<file path="src/rtl/controlador_valvula_if.sv">
// Signal bundle between the level sensor/operator side and the automatic valve controller.
// master drives enables and level samples; slave is the controller issuing valve commands.
interface controlador_valvula_if #(
  parameter int unsigned LARG_NIVEL = 8
);
  logic                  habilita;
  logic                  manual;
  logic [LARG_NIVEL-1:0] nivel;
  logic                  nivel_valido;
  logic                  abre_auto;
  logic                  fecha_auto;
  logic                  valvula_est;
  logic                  alarme;
  logic [2:0]            db_estado;

  modport master (
    output habilita,
    output manual,
    output nivel,
    output nivel_valido,
    input  abre_auto,
    input  fecha_auto,
    input  valvula_est,
    input  alarme,
    input  db_estado
  );

  modport slave (
    input  habilita,
    input  manual,
    input  nivel,
    input  nivel_valido,
    output abre_auto,
    output fecha_auto,
    output valvula_est,
    output alarme,
    output db_estado
  );
endinterface

</file>
<file path="src/rtl/controlador_valvula.sv">
// Automatic tank-level valve controller: hysteresis, minimum/maximum open time, sticky alarm.
// Optional consecutive-sample level filter enabled by defining CONTROLADOR_VALVULA_FILTRO_EN.
module controlador_valvula #(
  parameter int unsigned LARG_NIVEL   = 8,
  parameter int unsigned NIVEL_MIN    = 64,
  parameter int unsigned NIVEL_MAX    = 192,
  parameter int unsigned T_MIN_ABERTA = 1000,
  parameter int unsigned T_MAX_ABERTA = 100000,
  parameter int unsigned FILTRO_N     = 3
) (
  input logic                  clock,
  input logic                  reset,
  controlador_valvula_if.slave bus
);

  localparam int unsigned LARG_CONT = $clog2(T_MAX_ABERTA);

  localparam logic [LARG_NIVEL-1:0] LIM_BAIXO  = LARG_NIVEL'(NIVEL_MIN);
  localparam logic [LARG_NIVEL-1:0] LIM_ALTO   = LARG_NIVEL'(NIVEL_MAX);
  localparam logic [LARG_CONT-1:0]  CONT_TMIN  = LARG_CONT'(T_MIN_ABERTA - 1);
  localparam logic [LARG_CONT-1:0]  CONT_TMAX  = LARG_CONT'(T_MAX_ABERTA - 1);

  typedef enum logic [2:0] {
    StInicio  = 3'd0,
    StFechada = 3'd1,
    StAbre    = 3'd2,
    StAberta  = 3'd3,
    StFecha   = 3'd4,
    StAlarme  = 3'd5
  } estado_e;

  estado_e               estado_q, estado_d;
  logic [LARG_CONT-1:0]  cont_q, cont_d;
  logic                  alarme_q, alarme_d;

  // Raw level conditions, before optional filtering.
  logic amostra_baixa;
  logic amostra_alta;
  logic dispara_abre;
  logic dispara_fecha;

  assign amostra_baixa = bus.nivel_valido && bus.habilita && !bus.manual &&
                         (bus.nivel < LIM_BAIXO);
  assign amostra_alta  = bus.nivel_valido && (bus.nivel >= LIM_ALTO) && (cont_q >= CONT_TMIN);

`ifdef CONTROLADOR_VALVULA_FILTRO_EN
  localparam int unsigned LARG_FILTRO = $clog2(FILTRO_N + 1);
  localparam logic [LARG_FILTRO-1:0] FILTRO_ULT = LARG_FILTRO'(FILTRO_N - 1);

  logic [LARG_FILTRO-1:0] filtro_q, filtro_d;
  logic                   qualifica;

  always_comb begin
    qualifica = 1'b0;
    if (estado_q == StFechada) begin
      qualifica = amostra_baixa;
    end else if (estado_q == StAberta) begin
      qualifica = amostra_alta;
    end
  end

  // Fire on the FILTRO_N-th consecutive qualifying sample.
  assign dispara_abre  = amostra_baixa && (filtro_q == FILTRO_ULT);
  assign dispara_fecha = amostra_alta && (filtro_q == FILTRO_ULT);

  always_comb begin
    filtro_d = filtro_q;
    if (estado_d != estado_q) begin
      filtro_d = '0;
    end else if (bus.nivel_valido) begin
      filtro_d = qualifica ? filtro_q + LARG_FILTRO'(1) : '0;
    end
  end

  always_ff @(posedge clock or posedge reset) begin
    if (reset) begin
      filtro_q <= '0;
    end else begin
      filtro_q <= filtro_d;
    end
  end
`else
  assign dispara_abre  = amostra_baixa;
  assign dispara_fecha = amostra_alta;
`endif

  always_comb begin
    estado_d = estado_q;
    cont_d   = cont_q;
    alarme_d = alarme_q;
    case (estado_q)
      StInicio: begin
        // Always drive a close after reset so the valve's auto path starts closed.
        estado_d = StFecha;
      end
      StFechada: begin
        if (dispara_abre) begin
          estado_d = StAbre;
        end
      end
      StAbre: begin
        cont_d   = '0;
        estado_d = StAberta;
      end
      StAberta: begin
        if (cont_q != CONT_TMAX) begin
          cont_d = cont_q + LARG_CONT'(1);
        end
        if (bus.manual || !bus.habilita) begin
          estado_d = StFecha;
        end else if (dispara_fecha) begin
          // Level-driven close beats a coincident timeout: no alarm.
          estado_d = StFecha;
        end else if (cont_q == CONT_TMAX) begin
          estado_d = StFecha;
          alarme_d = 1'b1;
        end
      end
      StFecha: begin
        estado_d = alarme_q ? StAlarme : StFechada;
      end
      StAlarme: begin
        if (bus.manual) begin
          alarme_d = 1'b0;
          estado_d = StFechada;
        end
      end
      default: begin
        estado_d = StInicio;
      end
    endcase
  end

  always_ff @(posedge clock or posedge reset) begin
    if (reset) begin
      estado_q <= StInicio;
      cont_q   <= '0;
      alarme_q <= 1'b0;
    end else begin
      estado_q <= estado_d;
      cont_q   <= cont_d;
      alarme_q <= alarme_d;
    end
  end

  // Moore outputs decoded from the state register.
  assign bus.abre_auto   = (estado_q == StAbre);
  assign bus.fecha_auto  = (estado_q == StFecha);
  assign bus.valvula_est = (estado_q == StAbre) || (estado_q == StAberta);
  assign bus.alarme      = alarme_q;
  assign bus.db_estado   = estado_q;

  a_parametros: assert property (@(posedge clock)
    (NIVEL_MIN < NIVEL_MAX) && (T_MIN_ABERTA < T_MAX_ABERTA) && (FILTRO_N > 0));

  a_pulsos_exclusivos: assert property (@(posedge clock) disable iff (reset)
    !(bus.abre_auto && bus.fecha_auto));

endmodule
</file>
<file path="src/flat_wrapper.sv">
// flat-port wrapper written by rule: the top's interface ports become plain ports
module controlador_valvula_flat 
#(
  parameter int unsigned LARG_NIVEL   = 8,
  parameter int unsigned NIVEL_MIN    = 64,
  parameter int unsigned NIVEL_MAX    = 192,
  parameter int unsigned T_MIN_ABERTA = 1000,
  parameter int unsigned T_MAX_ABERTA = 100000,
  parameter int unsigned FILTRO_N     = 3
)
  (clock, reset, bus_habilita, bus_manual, bus_nivel, bus_nivel_valido, bus_abre_auto, bus_fecha_auto, bus_valvula_est, bus_alarme, bus_db_estado);
  controlador_valvula_if #(.LARG_NIVEL(LARG_NIVEL)) bus_i ();
  input logic clock;
  input logic reset;
  input wire logic [$bits(bus_i.habilita)-1:0] bus_habilita;
  input wire logic [$bits(bus_i.manual)-1:0] bus_manual;
  input wire logic [$bits(bus_i.nivel)-1:0] bus_nivel;
  input wire logic [$bits(bus_i.nivel_valido)-1:0] bus_nivel_valido;
  output wire logic [$bits(bus_i.abre_auto)-1:0] bus_abre_auto;
  output wire logic [$bits(bus_i.fecha_auto)-1:0] bus_fecha_auto;
  output wire logic [$bits(bus_i.valvula_est)-1:0] bus_valvula_est;
  output wire logic [$bits(bus_i.alarme)-1:0] bus_alarme;
  output wire logic [$bits(bus_i.db_estado)-1:0] bus_db_estado;
  assign bus_i.habilita = bus_habilita;
  assign bus_i.manual = bus_manual;
  assign bus_i.nivel = bus_nivel;
  assign bus_i.nivel_valido = bus_nivel_valido;
  assign bus_abre_auto = bus_i.abre_auto;
  assign bus_fecha_auto = bus_i.fecha_auto;
  assign bus_valvula_est = bus_i.valvula_est;
  assign bus_alarme = bus_i.alarme;
  assign bus_db_estado = bus_i.db_estado;
  controlador_valvula #(.LARG_NIVEL(LARG_NIVEL), .NIVEL_MIN(NIVEL_MIN), .NIVEL_MAX(NIVEL_MAX), .T_MIN_ABERTA(T_MIN_ABERTA), .T_MAX_ABERTA(T_MAX_ABERTA), .FILTRO_N(FILTRO_N)) u_core (.clock(clock), .reset(reset), .bus(bus_i));
endmodule
</file>
<file path="config.mk">
export PLATFORM = sky130hd
export DESIGN_NAME = controlador_valvula_flat
export DESIGN_NICKNAME = d
export VERILOG_FILES = /design/src/rtl/controlador_valvula_if.sv /design/src/rtl/controlador_valvula.sv /design/src/flat_wrapper.sv
export SDC_FILE = /design/constraint.sdc
export NUM_CORES = 1
export LEC_CHECK = 0
export CAP_MARGIN = 20
export CORE_AREA = 2 2 59 61
export CTS_CLUSTER_DIAMETER = 120
export DETAILED_ROUTE_END_ITERATION = 7
export DIE_AREA = 0 0 61 63
export GPL_TIMING_DRIVEN = 0
export PLACE_DENSITY_LB_ADDON = 0.3
export SLEW_MARGIN = 20
export SYNTH_ARGS = -nofsm -noshare
export SYNTH_HDL_FRONTEND = slang
export SYNTH_SLANG_ARGS = --single-unit
</file>
<file path="constraint.sdc">
create_clock -name clock -period 1.9 [get_ports clock]
set_input_delay 0.285 -clock clock [delete_from_list [all_inputs] [get_ports clock]]
set_output_delay 0.285 -clock clock [all_outputs]
set_load 0.01 [all_outputs]
</file>
After elaboration in Yosys (flattened, before gate mapping):

Cells that the tools add are included.

* add/subtract/negate cells: 1
* equality and inequality tests: 14
* order comparisons: 3
* reductions and logical operators: 15
* muxes and demuxes: 14

Operator list (number)
* $pmux 17 s2: 1
* $mux 3: 6
* $pmux 3 s6: 1
* $add 17x1->17 const B: 1
* $eq 17x17->1 const B: 1
* $ge 17x10->1 const B: 1
* $mux 17: 1
* $ne 17x17->1 const B: 1
* $ge 8x8->1 const B: 1
* $lt 8x7->1 const B: 1
* $eq 3x2->1 const B: 2
* $eq 3x3->1 const B: 2
* $ne 2x1->1 const B: 3
* $ne 2x2->1 const B: 3
* $logic_and 1x1->1: 5
* $reduce_and 5->1: 1
* $mux 1: 4
* $ne 4x1->1 const B: 1
* $reduce_bool 2->1: 2
* $eq 3x1->1 const B: 1
* $logic_not 3->1: 1
* $reduce_and 3->1: 1
* $logic_not 1->1: 2
* $logic_or 1x1->1: 2
* other kinds (2): 2

* register bits after elaboration: 21
* output and inout bits: 7
* input bits: 13
* word-level logic and storage cells: 50

Depth between registers and ports, before layout:

Gate-level depths: netlist (run 1).

* word-level depth: 6
* mapped depth: 7
* gate-level depth less buffers: 6

Least setup slack after synthesis (run 1):

Ideal clock, no wire load.

* kind: register to register
* from: register u_core.cont_q[14]
* to: register u_core.estado_q[0] (netlist: u_core.bus.db_estado[0])
* arrival time: 1607 ps
* path buffers: 0
* path slack: 160 ps
* required time: 1767 ps
* stages on the path, launching flop included: 6
* library setup time: 133 ps
* period minus slack after synthesis: 1740 ps
* cells stage by stage: dfrtp_1 -> or4_4 -> nor4b_4 -> nand4_2 -> nand3_2 -> o221ai_2

* word-level cells in the longest chain between the ends: 5

RTL lines
* start: declaration: line controlador_valvula.sv:33 `logic [LARG_CONT-1:0] cont_q, cont_d;`
* start signal: assignment: line controlador_valvula.sv:141 `cont_q <= cont_d;`
* $ge 17x10->1: line controlador_valvula.sv:44 `assign amostra_alta = bus.nivel_valido && (bus.nivel >= LIM_ALTO) && (cont_q >= CONT_TMIN);`
* $logic_and 1x1->1: line controlador_valvula.sv:44
* $mux 3: line controlador_valvula.sv:111 `end else if (dispara_fecha) begin`
* $mux 3: line controlador_valvula.sv:109 `if (bus.manual || !bus.habilita) begin`
* $pmux 3 s6: line controlador_valvula.sv:91 `case (estado_q)`
* end signal: assignment: line controlador_valvula.sv:136 `estado_q <= StInicio;`
* end signal: assignment: line controlador_valvula.sv:140 `estado_q <= estado_d;`
* end: declaration: line controlador_valvula.sv:32 `estado_e estado_q, estado_d;`

Several ways; a longest one is shown, not always the timed one.
A chain may end at the register's enable or synchronous reset.

Worst setup path in the final report (run 1):

* from: register u_core.cont_q[13]
* to: register u_core.alarme_q (netlist: u_core.bus.alarme)

* word-level cells in the longest chain between the ends: 4

RTL lines
* $ge 17x10->1: line controlador_valvula.sv:44
* $logic_and 1x1->1: line controlador_valvula.sv:44
* $ne 2x2->1 (no source line)
* $reduce_and 5->1 (no source line) (*)
* end signal: assignment: line controlador_valvula.sv:142 `alarme_q <= alarme_d;`
* end: declaration: line controlador_valvula.sv:34 `logic alarme_q, alarme_d;`

Every way passes the cells marked *; elsewhere a longest branch is shown, timed or not.

==> results.json, run 1 <==
{
  "status": "finished, final reports clean",
  "drc": 0,
  "fin_ws_ns": 0.0377,
  "synth-edff-count": 0,
  "rows": 21,
  "p_leak_nw": 0.719,
  "worstRegToRegCells": 4,
  "clock-sinks": 21,
  "placed_cell_area_um2": 1560,
  "syn_area_um2": 1370,
  "finalMaxSlewViolations": 0,
  "ys_seq_area_share_pct": 38.4,
  "cts_buffers": 3,
  "portBuffers": 13,
  "syn_nets": 165,
  "grt_max_degree": 22,
  "routed_wl_um": 3170,
  "tightest_slew_ns": 0.819,
  "crit_type": "register to register",
  "first_global_vias": 1153,
  "hpwl_um": 2250,
  "cp.arrival_ns": 2.08,
  "most-common-layout-cells": "nand2_1 (18), dfrtp_1 (18), nor2_1 (11)",
  "drtIter0Drc": 48,
  "gr-total-overflow": 0,
  "finalInstanceArea_um2": 1690,
  "fin_tns_setup_ns": 0,
  "die-area_um2": 3840,
  "grt_pass1_wl_um": 5620,
  "post-place-ws_ns": -0.283,
  "synth-main-ff-cell": "dfrtp_1",
  "antenna_found_initial": 0,
  "vias": 1217,
  "power.total_mw": 1.05,
  "cts_tree": "done",
  "finalHoldViolations": 0,
  "end_kind": "register",
  "hp-class": "input port to asynchronous set/reset pin",
  "globalRouteTotalUtil_pct": 19.0,
  "r2r-start": "u_core.cont_q[13]",
  "root_buffer": "clkbuf_4",
  "max_cap_violations": 0,
  "dieHeight_um": 63,
  "relSlewSlack_pct": 45.3,
  "timing.rr.end": "u_core.bus.alarme",
  "yosysWarnings": 0,
  "rsz0062_at_grt": "true",
  "skew_ns": 0.00938,
  "core_um2": 3230,
  "die_w_um": 61,
  "finalCriticalPeriod_ns": 1.86,
  "ys_types": 46,
  "gp_congestion": 0.818,
  "drive_gt1_share_pct": 24.6,
  "clk_latency_ns": 0.30,
  "fin_util_pct": 52.3,
  "max-vdd-ir-drop_mv": 0.448,
  "clockBufferDepth": 2,
  "postCtsHoldBufs": 0,
  "synth.avg_cell_area_um2": 9.07,
  "wl_per_cell_um": 14.3,
  "drt-vias-per-instance": 5.51,
  "io_pins": 20,
  "max_freq_ghz": 0.537,
  "ant_nets": 0,
  "async_reset_ff_share_pct": 100,
  "finalNetCount": 190,
  "fin_crit_sh_pct": 98.0,
  "ys_ff_latch": 21,
  "postSynthCellCount": 151,
  "first_pass_iters": 4,
  "setup_violations": 0,
  "start_kind": "register",
  "fillers": 287,
  "r2r_slack_ns": 0.04,
  "antenna_cells": 0,
  "path_clk_slew_ns": 0.12,
  "start_util_pct": 42.4,
  "p_per_area_nw_per_um2": 620,
  "syn_to_final_growth_pct": 23.3,
  "cp_max_fo": 3,
  "htreeDepth": 1,
  "cp_data_required_time_ns": 2.12
}
worst max-delay path: stages, from the launching register on:
cell,delay (ns)
dfrtp_1,0.41
or4_4,0.60
nor4b_4,0.29
nand4_2,0.20
o31ai_2,0.29
synthesized netlist by cell type, types with 4 or more instances:
master   instances  area share (%)
nor3_1           4             1.5
a21oi_1          6             2.2
o21ai_0         10             3.7
nand4_1          4             1.8
o31ai_1          4             2.2
nand3_1          9             3.3
nand2_1         19             5.2
inv_1            7             1.9
dfrtp_1         21              38
nor2_1          12             3.3
repair_timing:
| item | 4_1_cts | 5_1_grt |
|---|---|---|
| endpoints found under the hold margin | 0 | 0 |
| gates resized for setup | 11 | 13 |
| pin swaps | 0 | 7 |
| endpoints found under the setup margin | 6 | 11 |
| setup buffers | 1 | 7 |
final cells by class:
class	instances	area, um^2	share of cell area [%]
Inverter	7	31.3	1.85
Multi-Input combinational cell	114	781	46.2
Buffer	8	73.8	4.37
Timing Repair Buffer	21	190	11.3
Clock buffer	4	26.3	1.56
Sequential cell	21	529	31.3
Tap cell	46	57.6	3.41
through the flow:
stage          hold slack [ns]  cells
6_report                 0.423    221
5_1_grt                  0.512    221
4_1_cts                  0.452    214
3_5_place_dp             0.541    210
3_3_place_gp             0.525    210
2_1_floorplan            0.262    151
registers in the layout, summed over array words and instances (netlist names):
register	count
u_core.bus.db_estado	3
u_core.cont_q	17
u_core.bus.alarme	1
cells by family after synthesis:
family / synth area share [%]
multiplexers: 3.01
flip-flops: 38.4
XOR/XNOR: 3.20
adder cells (fa/ha/maj): 0.913
AND/OR/NAND/NOR: 31.6
buffers and inverters: 7.31
AO/OA/AOI/OAI: 15.6
how the worst max path moves through the flow:
stage / from / endpoint / slack [ns] / depth (start not counted)
2_1_floorplan: u_core.cont_q[14] / u_core.bus.db_estado[0] / 0.16 / 5
5_1_grt: u_core.cont_q[13] / u_core.bus.alarme / -0.08 / 4
4_1_cts: u_core.cont_q[14] / u_core.bus.db_estado[0] / 0.004 / 5
3_3_place_gp: u_core.bus.db_estado[0] / bus_abre_auto / -0.29 / 5
6_report: u_core.cont_q[13] / u_core.bus.alarme / 0.04 / 4
3_5_place_dp: u_core.bus.db_estado[0] / bus_abre_auto / -0.28 / 5
report_power, final:
group / switching (mW) / internal [mW]
Combinational: 0.171 / 0.144
Clock: 0.134 / 0.0819
Sequential: 0.0348 / 0.482
routing by layer:
metal,global-route usage (%),routed length [um]
met4,6.25,40
met3,2.07,83
met1,27.1,1400
met2,29.6,1640
met5,0,0
No activity file was read; power rests on OpenSTA's default activity.
==> run 2: changes to the inputs <==
Settings changed: SETUP_SLACK_MARGIN set to 0.02.
==> results.json, run 2 (synthesis results as in run 1) <==
{
  "path_clk_slew_ns": 0.12,
  "power.total_mw": 1.05,
  "root_buffer": "clkbuf_4",
  "end_kind": "register",
  "setup_violations": 0,
  "first_global_vias": 1166,
  "finalMaxSlewViolations": 0,
  "fin_tns_setup_ns": 0,
  "cp_data_required_time_ns": 2.14,
  "regMostFlops": "u_core.cont_q",
  "rsz0062_at_grt": "true",
  "cts_buffers": 3,
  "max-vdd-ir-drop_mv": 0.448,
  "cp_max_fo": 5,
  "final_cells": 219,
  "largest_register_ffs": 17,
  "max_cap_violations": 0,
  "core_um2": 3230,
  "first_pass_iters": 4,
  "drt-vias-per-instance": 5.58,
  "routed_wl_um": 3150,
  "start_util_pct": 42.4,
  "finalHoldViolations": 0,
  "grt_pass1_wl_um": 5600,
  "antenna_cells": 0,
  "clk_latency_ns": 0.31,
  "p_leak_nw": 0.695,
  "hp-class": "input port to asynchronous set/reset pin",
  "clock-sinks": 21,
  "dp.cells": 210,
  "rows": 21,
  "gp_congestion": 0.818,
  "grt_max_degree": 22,
  "portBuffers": 13,
  "fin_crit_sh_pct": 98.5,
  "ant_nets": 0,
  "status": "finished, final reports clean",
  "drc": 0,
  "wl_per_cell_um": 14.4,
  "skew_ns": 0.00855,
  "hpwl_um": 2250,
  "cts_tree": "done",
  "fin_ws_ns": 0.0288,
  "tightest_slew_ns": 0.825,
  "postCtsHoldBufs": 0,
  "dieHeight_um": 63,
  "die_w_um": 61,
  "drtIter0Drc": 46,
  "syn_to_final_growth_pct": 21.8,
  "fin_hold_ws_ns": 0.425,
  "antenna_found_initial": 0,
  "relSlewSlack_pct": 44.9,
  "crit_type": "register to register",
  "finalCriticalPeriod_ns": 1.87,
  "gr-total-overflow": 0,
  "htreeDepth": 1,
  "fillers": 286,
  "io_pins": 20,
  "most-common-layout-cells": "nand2_1 (18), dfrtp_1 (18), nor2_1 (11)",
  "max_freq_ghz": 0.534,
  "post-place-ws_ns": -0.283,
  "finalInstanceArea_um2": 1670,
  "drive_gt1_share_pct": 23.7,
  "placed_cell_area_um2": 1560,
  "cp.arrival_ns": 2.11,
  "vias": 1222,
  "start_kind": "register",
  "clockBufferDepth": 2,
  "fin_util_pct": 51.6,
  "finalNetCount": 188,
  "p_per_area_nw_per_um2": 629,
  "die-area_um2": 3840,
  "globalRouteTotalUtil_pct": 19.0
}
[run 2: timing repair]
action,in CTS,in global routing
pin swaps,1,4
buffers inserted,2,4
resized for setup,11,12
hold endpoints to repair,0,0
endpoints found under the setup margin,9,11
[run 2: final timing paths]
kind	slack, ns	to	start	cells past startpoint
setup / recovery	0.03	u_core.cont_q[2]	u_core.cont_q[8]	5
hold / removal	0.42	u_core.bus.db_estado[0]	reset	2
setup reg to reg	0.03	u_core.cont_q[2]	u_core.cont_q[8]	5
hold reg to reg	0.55	u_core.cont_q[7]	u_core.cont_q[7]	1
max in group asynchronous	0.92	u_core.cont_q[8]	reset	2
min in group clock	0.55	u_core.cont_q[7]	u_core.cont_q[7]	1
[run 2: where the power goes]
| group | switching (mW) | internal (mW) |
|---|---|---|
| registers | 0.0362 | 0.482 |
| clock network | 0.138 | 0.0819 |
| logic | 0.169 | 0.143 |
| total | 0.343 | 0.707 |
[run 2: final cells by class]
class / count / area [um^2] / share of cell area [%]
plain buffers: 8 / 73.8 / 4.42
clock buffers: 4 / 26.3 / 1.57
inverters: 7 / 31.3 / 1.87
multi-input cells: 114 / 776 / 46.5
flip-flops and latches: 21 / 529 / 31.7
well taps: 46 / 57.6 / 3.45
repair buffers: 19 / 175 / 10.5
[run 2: metal layers]
layer | up-vias | global-route usage [%] | part of all wire (%)
met2 | 17 | 29.6 | 53
met3 | 4 | 2.28 | 1.6
met1 | 607 | 26.7 | 45
met5 | - | 0 | 0
li1 | 594 | - | -
met4 | 0 | 6.52 | 0.51
[run 2: worst max-delay path: stages, from the launching register on]
cell and delay (ns):
dfrtp_2 0.46, or4bb_4 0.54, nor4_4 0.43, nor2_2 0.10, nand2_1 0.10, mux2i_1 0.17
